File: src/rtl/y_stream_tx.sv
// Serial Y-stimulus transmitter: latches a WIDTH-bit word on start and shifts it out MSB-first.
// Optional even-parity trailer bit enabled by defining Y_STREAM_PARITY_EN.
module y_stream_tx #(
    parameter int   WIDTH    = 8,
    parameter logic IDLE_LVL = 1'b1
) (
    input  logic                       clk,
    input  logic                       reset,
    input  logic                       start,
    input  logic [WIDTH-1:0]           data,
    input  logic [3:0]                 div,
    output logic                       y,
    output logic                       busy,
    output logic                       done,
    output logic [$clog2(WIDTH+1)-1:0] bit_idx
);

    localparam int BW = $clog2(WIDTH+1);
    localparam logic [BW-1:0] LAST_IDX = BW'(WIDTH - 1);
    localparam logic [BW-1:0] END_IDX  = BW'(WIDTH);

    typedef enum logic [1:0] {
        S_IDLE,
        S_SHIFT
`ifdef Y_STREAM_PARITY_EN
        , S_PAR
`endif
    } state_t;

    state_t            state_q, state_d;
    logic [WIDTH-1:0]  sh_q, sh_d;
    logic [3:0]        div_q, div_d;
    logic [3:0]        hold_q, hold_d;
    logic              y_q, y_d;
    logic              busy_q, busy_d;
    logic              done_q, done_d;
    logic [BW-1:0]     idx_q, idx_d;
`ifdef Y_STREAM_PARITY_EN
    logic              par_q, par_d;
`endif

    always_ff @(posedge clk) begin
        if (reset) begin
            state_q <= S_IDLE;
            sh_q    <= '0;
            div_q   <= '0;
            hold_q  <= '0;
            y_q     <= IDLE_LVL;
            busy_q  <= 1'b0;
            done_q  <= 1'b0;
            idx_q   <= '0;
`ifdef Y_STREAM_PARITY_EN
            par_q   <= 1'b0;
`endif
        end else begin
            state_q <= state_d;
            sh_q    <= sh_d;
            div_q   <= div_d;
            hold_q  <= hold_d;
            y_q     <= y_d;
            busy_q  <= busy_d;
            done_q  <= done_d;
            idx_q   <= idx_d;
`ifdef Y_STREAM_PARITY_EN
            par_q   <= par_d;
`endif
        end
    end

    always_comb begin
        state_d = state_q;
        sh_d    = sh_q;
        div_d   = div_q;
        hold_d  = hold_q;
        y_d     = y_q;
        busy_d  = busy_q;
        done_d  = 1'b0;
        idx_d   = idx_q;
`ifdef Y_STREAM_PARITY_EN
        par_d   = par_q;
`endif
        case (state_q)
            S_IDLE: begin
                y_d    = IDLE_LVL;
                busy_d = 1'b0;
                idx_d  = '0;
                if (start) begin
                    sh_d    = data;
                    div_d   = div;
                    hold_d  = div;
                    state_d = S_SHIFT;
                    busy_d  = 1'b1;
                    y_d     = data[WIDTH-1];
`ifdef Y_STREAM_PARITY_EN
                    par_d   = ^data;
`endif
                end
            end
            S_SHIFT: begin
                if (hold_q != 4'd0) begin
                    hold_d = hold_q - 4'd1;
                end else if (idx_q < LAST_IDX) begin
                    // y already shows sh_q[WIDTH-1]; the next bit is the one below it
                    sh_d   = {sh_q[WIDTH-2:0], 1'b0};
                    y_d    = sh_q[WIDTH-2];
                    idx_d  = idx_q + 1'b1;
                    hold_d = div_q;
                end else begin
                    idx_d = END_IDX;
`ifdef Y_STREAM_PARITY_EN
                    state_d = S_PAR;
                    y_d     = par_q;
                    hold_d  = div_q;
`else
                    state_d = S_IDLE;
                    y_d     = IDLE_LVL;
                    busy_d  = 1'b0;
                    done_d  = 1'b1;
`endif
                end
            end
`ifdef Y_STREAM_PARITY_EN
            S_PAR: begin
                if (hold_q != 4'd0) begin
                    hold_d = hold_q - 4'd1;
                end else begin
                    state_d = S_IDLE;
                    y_d     = IDLE_LVL;
                    busy_d  = 1'b0;
                    done_d  = 1'b1;
                end
            end
`endif
            default: begin
                state_d = S_IDLE;
                y_d     = IDLE_LVL;
                busy_d  = 1'b0;
                idx_d   = '0;
            end
        endcase
    end

    assign y       = y_q;
    assign busy    = busy_q;
    assign done    = done_q;
    assign bit_idx = idx_q;

endmodule

File: config.mk
export PLATFORM = sky130hd
export DESIGN_NAME = y_stream_tx
export DESIGN_NICKNAME = d
export VERILOG_FILES = /design/src/rtl/y_stream_tx.sv
export SDC_FILE = /design/constraint.sdc
export NUM_CORES = 1
export LEC_CHECK = 0
export BUFFER_PORTS_ARGS = -buffer_cell sky130_fd_sc_hd__buf_4
export CAP_MARGIN = 0
export CORE_ASPECT_RATIO = 1.5
export CORE_UTILIZATION = 45
export DETAILED_ROUTE_END_ITERATION = 16
export PLACE_DENSITY_LB_ADDON = 0.1
export SLEW_MARGIN = 0
export SYNTH_ARGS = -nofsm -noshare
export SYNTH_HDL_FRONTEND = slang
export SYNTH_SLANG_ARGS = --single-unit
export TNS_END_PERCENT = 5
File: constraint.sdc
create_clock -name clk -period 3.85 [get_ports clk]
set_clock_uncertainty 0.05 [all_clocks]
set_input_delay 0.1925 -clock clk [delete_from_list [all_inputs] [get_ports clk]]
set_output_delay 0.1925 -clock clk [all_outputs]
set_load 0.01 [all_outputs]
Word level (Yosys, flattened, before mapping)
Cells that the tools add are included.
{ "totals": {"register_bits": 24, "in_bits": 15, "out_inout_bits": 7, "wordCells": 50} }
{ "op_classes": {"addsub": 2, "n_lt_le_gt_ge": 1, "eq_ne": 6, "mux": 22, "bitwise": 1, "reduce_logical": 10} }
{ "ops": {"columns": ["operator", "count"], "rows": [
  ["7-bit two-way mux", 3],
  ["4-bit two-way mux", 4],
  ["7-bit one-hot mux with 2 select lines", 1],
  ["2-bit inequality test (second input constant)", 4],
  ["4-bit one-hot mux with 2 select lines", 1],
  ["1-bit two-way mux", 7],
  ["2-bit two-way mux", 3],
  ["3-bit AND reduction", 2],
  ["4-bit by 1-bit adder with 4-bit output (second input constant)", 1],
  ["4-bit by 3-bit less-than comparator with 1-bit output (second input constant)", 1],
  ["1-bit one-hot mux with 2 select lines", 2],
  ["2-bit one-hot mux with 2 select lines", 1],
  ["2-bit AND reduction", 2],
  ["4-bit AND reduction", 1],
  ["4-bit nonzero test", 1],
  ["4-bit by 1-bit subtractor with 4-bit output (second input constant)", 1],
  ["3-bit inequality test (second input constant)", 1],
  ["3-bit OR reduction", 1],
  ["2-bit by 1-bit equality test with 1-bit output (second input constant)", 1],
  ["2-bit logical NOT", 1],
  ["2-bit nonzero test", 1],
  ["2-bit OR reduction", 1],
  ["1-bit inverter", 1]
]} }

Depth between registers and ports, before layout
Gate-level depths: netlist (run 1).
{ "logic_depth": {"ltp_word": 4, "mapped_depth": 7, "ltp_nobuf": 6} }

Worst setup path after synthesis (run 1)
Ideal clock, no wire load.
{ "synth_timing": {"path_kind": "reg2reg", "from": "reg idx_q[0] (netlist: bit_idx[0])", "to": "reg sh_q[6]", "setup_ns": 0.079, "arrival_ns": 1.508, "required_ns": 3.721, "path_slack_ns": 2.213, "stages_incl_launch_ff": 7, "period_less_slack_ns": 1.637, "path_cell_list": "dfxtp_1 ha_1 a21oi_1 a31o_4 buf_12 nor2_2 a211oi_2"} }
{ "synth_between": {"elab_chain_cells": 3} }
{ "synth_lines": {"columns": ["element", "line_no", "rtl"], "rows": [
  ["from (decl)", "37", "logic [BW-1:0] idx_q, idx_d;"],
  ["from (signal assigned)", "63", "idx_q <= idx_d;"],
  ["4-bit by 3-bit less-than comparator with 1-bit output", "102", "end else if (idx_q < LAST_IDX) begin"],
  ["2-bit inequality test (no line)", null, null],
  ["4-bit AND reduction (no line)", null, null],
  ["to (signal assigned)", "45", "sh_q <= '0;"],
  ["to (signal assigned)", "57", "sh_q <= sh_d;"],
  ["to (decl)", "31", "logic [WIDTH-1:0] sh_q, sh_d;"]
]} }
Every way passes these cells.
A chain may end at the register's enable or synchronous reset.

Final worst setup path (run 1)
{ "layout_timing": {"from": "reg state_q[0]", "to": "reg sh_q[2]"} }
{ "layout_between": {"elab_chain_cells": 3, "word_cells_on_any_way": 8, "classes_between": "eq/ne (4); mux (1); reduce/logical (3)"} }
{ "layout_lines": {"columns": ["element", "line_no", "rtl"], "rows": [
  ["from (decl)", "30", "state_t state_q, state_d;"],
  ["from (signal assigned)", "56", "state_q <= state_d;"],
  ["2-bit by 1-bit equality test with 1-bit output / 2-bit logical NOT (equally long branches)", "82", "case (state_q)"],
  ["2-bit inequality test (no line) / 2-bit nonzero test (equally long branches)", null, null],
  ["4-bit AND reduction (no line)", null, null]
]} }
Several ways; a longest one is shown, not always the timed one.

==> impl_metrics.sql, run 1 <==
INSERT INTO impl_metrics (metric_group, metric, value, unit) VALUES
('grt', 'globalRouteOverflowTotal', '0', ''),
('yosys', 'netlist_instances', '126', ''),
('grt', 'grt.total_usage', '18.1', '%'),
('worst_setup_path', 'worstRegToRegCells', '5', ''),
('placed_design', 'gp_congestion', '0.755', ''),
('route', 'avgViaCountPerCell', '5.76', ''),
('timing', 'rsz0062_at_grt', 'false', ''),
('placed_design', 'detailed_placement_hpwl', '1660', 'um'),
('timing', 'fin_crit', '1.87', 'ns'),
('floorplanning', 'boundaryPins', '22', ''),
('route', 'routedWlPerCell', '14.1', 'um'),
('timing', 'slew_violations', '0', ''),
('finish', 'fillerInstances', '251', ''),
('grt', 'grt.busiest_layer', 'met2', ''),
('clock_tree', 'tritoncts_num_sinks', '23', ''),
('finish', 'postLayoutCoreUtil', '54.2', '%'),
('finish', 'nets', '161', ''),
('route', 'wirelength', '2360', 'um'),
('power', 'max-vdd-ir-drop', '296', 'uV'),
('yosys', 'cell_taking_the_most_area_after_synthesis', 'sky130_fd_sc_hd__dfxtp_1', ''),
('clock_tree', 'clock_tree.root_cell', 'sky130_fd_sc_hd__clkbuf_4', ''),
('worst_setup_path', 'worst_r2r_startpoint', 'state_q[0]', ''),
('grt', 'first_pass_grt_wire_length', '3950', 'um'),
('yosys', 'synth.top_cells.by_area', 'sky130_fd_sc_hd__dfxtp_1, sky130_fd_sc_hd__mux2i_1, sky130_fd_sc_hd__a211oi_2, sky130_fd_sc_hd__nor2_1, sky130_fd_sc_hd__a21oi_1', ''),
('yosys', 'synth-seq-cells', '23', ''),
('finish', 'drive_above_1_share', '26.6', '%'),
('floorplanning', 'fp.coreArea', '2480', 'sq um'),
('timing', 'max_slew.worst_pin.slew', '0.794', 'ns'),
('worst_setup_path', 'timing.critical_path.fanout_max', '21', ''),
('yosys', 'synth_top_area_share', '38.9', '%'),
('timing', 'achievable-frequency', '0.535', 'GHz'),
('clock_tree', 'cts.hold.buffers_added', '0', ''),
('run_status', 'outcome', 'finished clean', ''),
('worst_setup_path', 'crit-reg2reg-capture', 'sh_q[2]', ''),
('clock_tree', 'post_cts_resize_count', '0', ''),
('timing', 'hold_ws', '0.0664', 'ns'),
('timing', 'timing_hold_violations_final', '0', ''),
('grt', 'globalRouteMet1Util', '21.0', '%'),
('route', 'dr.pass1.iters', '6', ''),
('worst_setup_path', 'crit_path_end_kind', 'flop', ''),
('clock_tree', 'clk_latency_worst_skew_pair', '0.31', 'ns'),
('yosys', 'synth_sequential_area_ratio', '38.9', '%'),
('worst_setup_path', 'critical_path_class', 'reg2reg', ''),
('grt', 'grt_max_degree', '22', ''),
('finish', 'layout-area-overhead-vs-synth', '13.4', '%'),
('grt', 'met2_usage', '32.3', '%'),
('yosys', 'synth.distinct_cells', '36', ''),
('floorplanning', 'die_area', '2840', 'sq um'),
('worst_setup_path', 'startpoint', 'state_q[0]', ''),
('finish', 'post-route-cell-area', '1340', 'sq um'),
('yosys', 'postSynthNetCount', '143', ''),
('clock_tree', 'tritoncts', 'yes', ''),
('finish', 'antenna_cells_inserted', '0', ''),
('floorplanning', 'rows', '22', ''),
('timing', 'setup_viol', '0', ''),
('worst_hold_path', 'hp-class', 'in2reg', ''),
('placed_design', 'placement.cell_area', '1320', 'sq um'),
('route', 'drt_iter0_markers', '37', ''),
('worst_setup_path', 'critPathCapture', 'sh_q[2]', ''),
('route', 'post-route-drc-count', '0', ''),
('floorplanning', 'die_h', '64.8', 'um'),
('clock_tree', 'cts_setup_buffers', '0', ''),
('yosys', 'synth_warnings', '0', ''),
('worst_setup_path', 'critPathArrivalTime', '2.07', 'ns'),
('yosys', 'post_synth_instance_area', '1180', 'sq um'),
('run', 'max_cap_violations', '0', ''),
('timing', 'fin_crit_sh', '48.5', '%'),
('worst_setup_path', 'cp_data_required_time', '4.05', 'ns'),
('power', 'cellPowerDensity', '451', 'nW/um^2'),
('route', 'final_antenna_net_count', '0', ''),
('power', 'p_leak', '0.565', 'nW');
==> power breakdown <==
part	switching (mW)	total (mW)	internal (mW)
logic	0.106	0.197	0.0909
registers	0.0264	0.293	0.267
clock network	0.0746	0.115	0.0405
==> metrics by stage <==
stage                     worst slack (ns)  std cells
final                                 1.98        167
after global routing                  1.88        167
after CTS                             1.98        167
after detailed placement              2.01        163
after global placement                2.01        163
after floorplan                       2.21        126
==> critical path, cell delays in order, from the launching register on <==
cell,delay (ns)
sky130_fd_sc_hd__dfxtp_1,0.32
sky130_fd_sc_hd__buf_4,0.21
sky130_fd_sc_hd__nor2b_1,0.65
sky130_fd_sc_hd__a31o_4,0.30
sky130_fd_sc_hd__nor2_1,0.08
sky130_fd_sc_hd__a211oi_2,0.18
==> layer usage <==
metal | part of all wire [%] | up-vias
met5 | 0 | -
met4 | 1.4 | 0
met3 | 3.3 | 4
met2 | 51 | 23
met1 | 44 | 448
li1 | - | 487
==> flip-flops by register name (all words and copies together) (netlist names) <==
register	count
busy	1
y	1
state_q	1
sh_q	7
done	1
div_q	4
hold_q	4
bit_idx	4
==> synth_stat cells <==
cell type,instances
sky130_fd_sc_hd__buf_12,1
sky130_fd_sc_hd__a31o_2,1
sky130_fd_sc_hd__a221o_1,1
sky130_fd_sc_hd__ha_1,2
sky130_fd_sc_hd__nand4b_1,1
sky130_fd_sc_hd__dfxtp_1,23
sky130_fd_sc_hd__mux2i_1,14
sky130_fd_sc_hd__a32oi_1,1
sky130_fd_sc_hd__buf_2,4
sky130_fd_sc_hd__clkbuf_1,3
sky130_fd_sc_hd__nor3b_4,1
sky130_fd_sc_hd__o221ai_1,1
sky130_fd_sc_hd__a211oi_2,6
sky130_fd_sc_hd__or2b_1,1
sky130_fd_sc_hd__nor2_2,4
sky130_fd_sc_hd__o21ai_1,1
sky130_fd_sc_hd__a31oi_1,2
sky130_fd_sc_hd__or3b_1,1
sky130_fd_sc_hd__o21bai_1,2
sky130_fd_sc_hd__a211o_1,2
sky130_fd_sc_hd__inv_1,3
sky130_fd_sc_hd__nor3_1,3
sky130_fd_sc_hd__a31o_4,1
sky130_fd_sc_hd__a211oi_1,1
sky130_fd_sc_hd__nand2_1,7
sky130_fd_sc_hd__buf_6,1
sky130_fd_sc_hd__nor2b_1,1
sky130_fd_sc_hd__nor4b_1,1
sky130_fd_sc_hd__a21o_1,1
sky130_fd_sc_hd__a21oi_1,10
sky130_fd_sc_hd__o21ai_0,1
sky130_fd_sc_hd__nand2b_1,2
sky130_fd_sc_hd__nor2_1,18
sky130_fd_sc_hd__o211a_1,1
sky130_fd_sc_hd__nand3_1,1
sky130_fd_sc_hd__o31ai_1,2
==> final cells by class <==
cell class | instances | area [sq um] | share of cell area [%]
Sequential cell | 23 | 460 | 34.3
Inverter | 3 | 11.3 | 0.839
Timing Repair Buffer | 22 | 165 | 12.3
Multi-Input combinational cell | 91 | 649 | 48.4
Tap cell | 24 | 30.0 | 2.24
Clock buffer | 4 | 26.3 | 1.96
==> cells in the final DEF (no fill, tap or decap) <==
cell type	n
sky130_fd_sc_hd__a21oi_1	10
sky130_fd_sc_hd__or3b_1	1
sky130_fd_sc_hd__a211o_1	2
sky130_fd_sc_hd__dfxtp_1	23
sky130_fd_sc_hd__o21bai_1	2
sky130_fd_sc_hd__a211oi_2	6
sky130_fd_sc_hd__nand4b_1	1
sky130_fd_sc_hd__nand2b_1	2
sky130_fd_sc_hd__or2b_1	1
sky130_fd_sc_hd__o21ai_1	1
sky130_fd_sc_hd__nor3b_4	1
sky130_fd_sc_hd__nor4b_1	1
sky130_fd_sc_hd__nand3_1	1
sky130_fd_sc_hd__o211a_1	1
sky130_fd_sc_hd__a31o_4	1
sky130_fd_sc_hd__clkbuf_1	1
sky130_fd_sc_hd__nor2_2	4
sky130_fd_sc_hd__buf_4	22
sky130_fd_sc_hd__o31ai_1	2
sky130_fd_sc_hd__nor2b_1	1
sky130_fd_sc_hd__a32oi_1	1
sky130_fd_sc_hd__inv_1	3
sky130_fd_sc_hd__nor3_1	3
sky130_fd_sc_hd__a31o_2	1
sky130_fd_sc_hd__a21o_1	1
sky130_fd_sc_hd__a211oi_1	1
sky130_fd_sc_hd__a221o_1	1
sky130_fd_sc_hd__clkbuf_4	3
sky130_fd_sc_hd__a31oi_1	2
sky130_fd_sc_hd__nand2_1	7
sky130_fd_sc_hd__ha_1	2
sky130_fd_sc_hd__mux2i_1	14
sky130_fd_sc_hd__o221ai_1	1
sky130_fd_sc_hd__nor2_1	18
sky130_fd_sc_hd__o21ai_0	1
==> worst min path at each step <==
stage / cells past startpoint / startpoint / end
CTS: 3 / div[0] / div_q[0]
floorplan: 2 / div[1] / div_q[1]
global placement: 3 / div[2] / div_q[2]
finish: 3 / div[2] / div_q[2]
global route: 3 / div[2] / div_q[2]
detailed placement: 3 / div[0] / div_q[0]
==> kinds of logic after synthesis <==
group	synth area share [%]
flip-flops	38.9
adder cells (fa/ha/maj)	2.11
AO/OA/AOI/OAI	23.1
buffers and inverters	6.24
multiplexers	11.8
AND/OR/NAND/NOR	17.8
(Power assumes the default switching activity.)
==> inputs of run 2 (changes only) <==
clock period = 1.96 ns   (was 3.85 ns; I/O delays follow)
==> impl_metrics.sql, run 2 (synthesis results as in run 1) <==
INSERT INTO impl_metrics (metric_group, metric, value, unit) VALUES
('placed_design', 'portBuffers', '21', ''),
('run', 'max_cap_violations', '0', ''),
('worst_hold_path', 'hp-class', 'in2reg', ''),
('clock_tree', 'clk_latency_worst_skew_pair', '0.31', 'ns'),
('worst_setup_path', 'cp_data_required_time', '2.16', 'ns'),
('floorplanning', 'fp.coreArea', '2480', 'sq um'),
('timing', 'achievable-frequency', '0.567', 'GHz'),
('worst_setup_path', 'reg2reg_slack', '0.19', 'ns'),
('clock_tree', 'level_count_of_the_clock_h_tree', '1', ''),
('timing', 'slew_violations', '0', ''),
('finish', 'instances_no_fill', '174', ''),
('placed_design', 'detailed_placement_hpwl', '1790', 'um'),
('clock_tree', 'clock_tree.root_cell', 'sky130_fd_sc_hd__clkbuf_4', ''),
('finish', 'layout_commonest_cell', 'sky130_fd_sc_hd__buf_4', ''),
('route', 'post-route-drc-count', '1', ''),
('grt', 'first_global_vias', '971', ''),
('timing', 'setup_viol', '0', ''),
('clock_tree', 'tritoncts_num_sinks', '23', ''),
('finish', 'antenna_cells_inserted', '0', ''),
('grt', 'globalRouteOverflowTotal', '0', ''),
('clock_tree', 'tritoncts', 'yes', ''),
('clock_tree', 'clkTransAtPathRegs', '0.13', 'ns'),
('timing', 'max-slew-margin-rel', '73.6', '%'),
('placed_design', 'place.detailed.instances', '166', ''),
('route', 'avgViaCountPerCell', '5.73', ''),
('power', 'max-vdd-ir-drop', '518', 'uV'),
('worst_setup_path', 'critical_path_class', 'reg2reg', ''),
('floorplanning', 'die-width', '43.9', 'um'),
('grt', 'grt.total_usage', '19.6', '%'),
('finish', 'drive_above_1_share', '28.0', '%'),
('worst_setup_path', 'crit_path_end_kind', 'flop', ''),
('worst_setup_path', 'worstPathCellList', 'inv_1 -> ha_1 -> nor3b_4 -> a31o_4 -> nor2_1 -> a211oi_2', ''),
('power', 'cellPowerDensity', '847', 'nW/um^2'),
('worst_setup_path', 'timing.critical_path.from_type', 'flop', ''),
('finish', 'register_ranked_first_by_flip_flop_count', 'sh_q', ''),
('route', 'routedWlPerCell', '14.0', 'um'),
('finish', 'fillerInstances', '242', ''),
('floorplanning', 'rows', '22', ''),
('timing', 'timing_hold_violations_final', '0', ''),
('floorplanning', 'floorplan.initialDensity', '47.8', '%'),
('timing', 'setup_tns', '0', 'ns'),
('route', 'drt_iter0_markers', '26', ''),
('grt', 'grt_antenna_before_repair', '0', ''),
('grt', 'grt_max_degree', '21', ''),
('power', 'p_leak', '0.599', 'nW'),
('worst_setup_path', 'timing.critical_path.fanout_max', '12', ''),
('floorplanning', 'boundaryPins', '22', ''),
('worst_setup_path', 'critPathArrivalTime', '1.96', 'ns'),
('floorplanning', 'die_h', '64.8', 'um'),
('route', 'route.vias.total', '997', ''),
('worst_setup_path', 'critPathMaxStageDelay', '0.39', 'ns'),
('floorplanning', 'die_area', '2840', 'sq um'),
('placed_design', 'gp_congestion', '0.765', ''),
('timing', 'fin_crit', '1.77', 'ns'),
('finish', 'most_used_cells_in_the_layout_excluding_fill_and_tap_cells', 'sky130_fd_sc_hd__buf_4, sky130_fd_sc_hd__dfxtp_1, sky130_fd_sc_hd__nor2_1', ''),
('route', 'final_antenna_net_count', '0', ''),
('clock_tree', 'clock_tree.buffer_depth', '2', ''),
('timing', 'rsz0062_at_grt', 'false', ''),
('finish', 'largest_register_ff_count', '7', ''),
('finish', 'layout-area-overhead-vs-synth', '18.8', '%'),
('clock_tree', 'cts_inserted_buffers', '3', ''),
('timing', 'fin_crit_sh', '90.1', '%'),
('route', 'wirelength', '2440', 'um'),
('finish', 'nets', '168', ''),
('finish', 'postLayoutCoreUtil', '56.8', '%'),
('grt', 'first_pass_grt_wire_length', '4180', 'um'),
('run_status', 'outcome', 'complete, but fails checks', ''),
('route', 'dr.pass1.iters', '12', ''),
('worst_setup_path', 'critPathSlowestCell', 'sky130_fd_sc_hd__nor3b_4', ''),
('run_status', 'violations', 'design-rule violations', ''),
('clock_tree', 'post_cts_resize_count', '0', ''),
('timing', 'max_slew.worst_pin.slew', '0.391', 'ns');
[run 2: cell count changes in the layout (fill, tap and decap cells not counted)]
cell | before | now
sky130_fd_sc_hd__dlygate4sd3_1 | 0 | 4
sky130_fd_sc_hd__buf_4 | 22 | 25
sky130_fd_sc_hd__clkbuf_1 | 1 | 0
sky130_fd_sc_hd__clkinv_2 | 0 | 1
[run 2: critical path, delay by kind of cell (launching register included)]
kind,cells,cell delay (ns)
DFF,1,0.37
AOI/OAI and AO/OA,2,0.51
adders and majority gates,1,0.22
and+or+nand+nor,2,0.47
buffers and inverters,1,0.07
[run 2: path summary, 6_finish.rpt]
check | endpoint | cells after the start | from
max reg2reg | sh_q[1] | 6 | hold_q[1]
min | sh_q[3] | 2 | reset
min reg2reg | bit_idx[1] | 2 | bit_idx[1]
max | sh_q[1] | 6 | hold_q[1]
[run 2: power breakdown]
| part | internal (mW) | switching [mW] | leakage (nW) |
|---|---|---|---|
| Clock | 0.0763 | 0.143 | 0.0177 |
| Sequential | 0.524 | 0.0491 | 0.189 |
| Combinational | 0.191 | 0.208 | 0.392 |
[run 2: routing by layer]
layer / wire (um) / global-route usage (%) / up-vias
li1: - / - / 501
met1: 1010 / 20.9 / 473
met2: 1310 / 36.0 / 19
met3: 67 / 1.67 / 4
met4: 48 / 11.0 / 0
met5: 0 / 0 / -
[run 2: cell type report]
type / count / area (sq um) / share of cell area, %
multi-input cells: 91 / 649 / 46.2
flip-flops and latches: 23 / 460 / 32.7
repair buffers: 29 / 228 / 16.2
well taps: 24 / 30.0 / 2.14
clock buffers: 3 / 22.5 / 1.60
inverters: 3 / 11.3 / 0.801
clock inverters: 1 / 5.00 / 0.356
[run 2: metrics by stage]
step	setup WS, ns	cell area, sq um	hold slack (ns)	power, mW
5_1_grt	0.0759	1410	0.0514	1.27
3_3_place_gp	0.278	1340	0.295	0.970
4_1_cts	0.176	1410	0.0576	1.20
3_5_place_dp	0.209	1340	0.312	0.982
2_1_floorplan	0.323	1180	0.195	0.915
6_report	0.195	1410	0.0530	1.19
[run 2: timing repair]
action,CTS,global route
hold buffers,4,0
setup buffers,0,0
setup endpoints to repair,0,0
hold endpoints to repair,4,0
==> inputs of run 3 (changes only) <==
CELL_PAD_IN_SITES_DETAIL_PLACEMENT = 0   (was unset)
CELL_PAD_IN_SITES_GLOBAL_PLACEMENT = 1   (was unset)
CORE_UTILIZATION = 41   (was 45)
==> impl_metrics.sql, run 3 (synthesis results as in run 1) <==
INSERT INTO impl_metrics (metric_group, metric, value, unit) VALUES
('run_status', 'outcome', 'finished clean', ''),
('power', 'p_leak', '0.597', 'nW'),
('power', 'pwr-share-seq', '45.0', '%'),
('worst_setup_path', 'worstRegToRegCells', '6', ''),
('route', 'avgViaCountPerCell', '5.37', ''),
('route', 'route.vias.total', '993', ''),
('finish', 'largest_register_ff_count', '7', ''),
('power', 'clock_power_share', '22.8', '%'),
('finish', 'fillerInstances', '289', ''),
('finish', 'nets', '166', ''),
('timing', 'max-slew-margin-rel', '75.4', '%'),
('timing', 'max_slew.worst_pin.slew', '0.369', 'ns'),
('placed_design', 'place.detailed.instances', '181', ''),
('timing', 'hold_ws', '0.0327', 'ns'),
('clock_tree', 'post_cts_resize_count', '0', ''),
('route', 'drt_iter0_markers', '13', ''),
('route', 'wirelength', '2470', 'um'),
('finish', 'layout-area-overhead-vs-synth', '19.6', '%'),
('worst_hold_path', 'hp-class', 'in2reg', ''),
('worst_setup_path', 'reg2reg_slack', '0.20', 'ns'),
('clock_tree', 'tritoncts_num_sinks', '23', ''),
('worst_setup_path', 'critical_path_class', 'reg2reg', ''),
('worst_setup_path', 'cp_data_required_time', '2.06', 'ns'),
('worst_setup_path', 'critPathArrivalTime', '1.86', 'ns'),
('worst_setup_path', 'worstPathCellList', 'inv_1 -> ha_1 -> or3b_1 -> a211oi_1 -> a211o_1 -> o31ai_1', ''),
('clock_tree', 'clock_tree.root_cell', 'sky130_fd_sc_hd__clkbuf_8', ''),
('finish', 'instances_no_fill', '185', ''),
('clock_tree', 'clock_tree.buffer_depth', '2', ''),
('grt', 'first_global_vias', '1010', ''),
('floorplanning', 'floorplan.initialDensity', '43.8', '%'),
('worst_setup_path', 'worst_r2r_startpoint', 'hold_q[1]', ''),
('worst_hold_path', 'min-delay-start', 'div[2]', ''),
('route', 'final_antenna_net_count', '0', ''),
('clock_tree', 'clkTransAtPathRegs', '0.08', 'ns'),
('timing', 'slew_violations', '0', ''),
('clock_tree', 'clk_latency_worst_skew_pair', '0.26', 'ns'),
('finish', 'drive_above_1_share', '29.1', '%'),
('clock_tree', 'cts_setup_buffers', '0', ''),
('timing', 'timing_hold_violations_final', '0', ''),
('power', 'cellPowerDensity', '904', 'nW/um^2'),
('grt', 'first_pass_grt_wire_length', '4330', 'um'),
('worst_setup_path', 'critical_path_buf_inv_count', '1', ''),
('power', 'power.share.switching', '32.2', '%'),
('grt', 'globalRouteMet1Util', '20.3', '%'),
('power', 'max-vdd-ir-drop', '513', 'uV'),
('finish', 'antenna_cells_inserted', '0', ''),
('grt', 'grt_max_degree', '21', ''),
('route', 'dr.pass1.iters', '4', ''),
('grt', 'grt.total_usage', '19.0', '%'),
('grt', 'met2_usage', '34.0', '%'),
('power', 'total_switching_power', '412', 'uW'),
('timing', 'rsz0062_at_grt', 'false', ''),
('grt', 'grt.busiest_layer', 'met2', ''),
('worst_setup_path', 'critPathSlowestCell', 'sky130_fd_sc_hd__or3b_1', ''),
('worst_hold_path', 'hold-path-endpoint', 'div_q[2]', ''),
('grt', 'global_route.usage.met3', '3.21', '%'),
('route', 'routedWlPerCell', '13.3', 'um'),
('timing', 'fin_crit', '1.76', 'ns'),
('worst_setup_path', 'crit_path_end_kind', 'flop', ''),
('timing', 'fin_crit_sh', '90.0', '%'),
('worst_setup_path', 'critPathMaxStageDelay', '0.51', 'ns'),
('placed_design', 'portBuffers', '21', ''),
('finish', 'register_ranked_first_by_flip_flop_count', 'sh_q', ''),
('timing', 'setup_viol', '0', ''),
('route', 'post-route-drc-count', '0', ''),
('floorplanning', 'die_h', '67.8', 'um'),
('placed_design', 'gp_congestion', '0.735', ''),
('floorplanning', 'boundaryPins', '22', ''),
('clock_tree', 'cts_inserted_buffers', '3', ''),
('worst_setup_path', 'timing.critical_path.fanout_max', '8', ''),
('finish', 'most_used_cells_in_the_layout_excluding_fill_and_tap_cells', 'sky130_fd_sc_hd__buf_4, sky130_fd_sc_hd__dfxtp_1, sky130_fd_sc_hd__nor2_1', ''),
('floorplanning', 'fp.coreArea', '2710', 'sq um'),
('power', 'internal-power', '868', 'uW'),
('floorplanning', 'die_area', '3110', 'sq um'),
('clock_tree', 'cts.hold.buffers_added', '0', ''),
('worst_setup_path', 'timing.critical_path.from_type', 'flop', ''),
('floorplanning', 'die-width', '45.9', 'um'),
('clock_tree', 'tritoncts', 'yes', ''),
('floorplanning', 'rows', '23', ''),
('grt', 'globalRouteOverflowTotal', '0', ''),
('timing', 'achievable-frequency', '0.567', 'GHz'),
('clock_tree', 'level_count_of_the_clock_h_tree', '1', ''),
('timing', 'setup_tns', '0', 'ns'),
('worst_setup_path', 'cp_top_family', 'simple AND/OR/NAND/NOR gates', ''),
('worst_hold_path', 'whs_path_depth', '3', ''),
('worst_setup_path', 'crit-reg2reg-capture', 'hold_q[0]', ''),
('placed_design', 'detailed_placement_hpwl', '1860', 'um'),
('run', 'max_cap_violations', '0', ''),
('power', 'share_comb_of_total_power', '32.2', '%'),
('finish', 'layout_commonest_cell', 'sky130_fd_sc_hd__buf_4', ''),
('grt', 'grt_antenna_before_repair', '0', ''),
('power', 'design_power', '1.28', 'mW');
==> run 3: cell types whose count changed in the layout (fill, tap and decap cells not counted), sizes merged <==
cell,before,now
dlygate4sd3,4,0
buf,25,27
clkbuf,3,4
clkinv,1,0
==> run 3: final cells by class <==
type                       count  area [sq um]  share of cell area, %
tap                           37          46.3                   3.27
timing repair buffer          27           203                   14.3
sequential                    23           460                   32.5
clock buffer                   4          45.0                   3.18
multi-input combinational     91           649                   45.9
inverter                       3          11.3                  0.796
==> run 3: worst min-delay path, delay by kind of cell <==
family / cells / cell delay [ns]
buffers and inverters: 1 / 0.08
multiplexers: 1 / 0.06
AND/OR/NAND/NOR: 1 / 0.07
==> run 3: power groups by stage <==
stage	sequential [mW]	clock (mW)	combinational, mW
2_1_floorplan	0.579	0	0.336
6_report	0.576	0.291	0.412
5_1_grt	0.586	0.321	0.458
3_3_place_gp	0.586	0	0.407
3_5_place_dp	0.588	0	0.416
4_1_cts	0.577	0.301	0.417
==> run 3: worst max path at each step <==
stage                from        end  slack (ns)  cells after the start
5_1_grt         hold_q[1]    sh_q[1]        0.07                      6
6_report        hold_q[1]  hold_q[0]        0.20                      6
3_3_place_gp    hold_q[1]    sh_q[2]        0.27                      6
4_1_cts         hold_q[1]    sh_q[1]        0.20                      6
2_1_floorplan  bit_idx[0]    sh_q[6]        0.32                      6
3_5_place_dp    hold_q[1]    sh_q[1]        0.22                      6
==> run 3: layer usage <==
metal	share of wire [%]	wire length, um
met5	0	0
met4	3.2	80
met3	2.7	66
met2	54	1330
met1	40	996
==> run 3: stage by stage <==
step	util [%]	worst slack (ns)	instance area, sq um
4_1_cts	52.3	0.202	1420
3_3_place_gp	50.6	0.272	1370
3_5_place_dp	50.6	0.222	1370
6_report	52.3	0.196	1420
5_1_grt	52.3	0.0710	1420
2_1_floorplan	-	0.323	1180
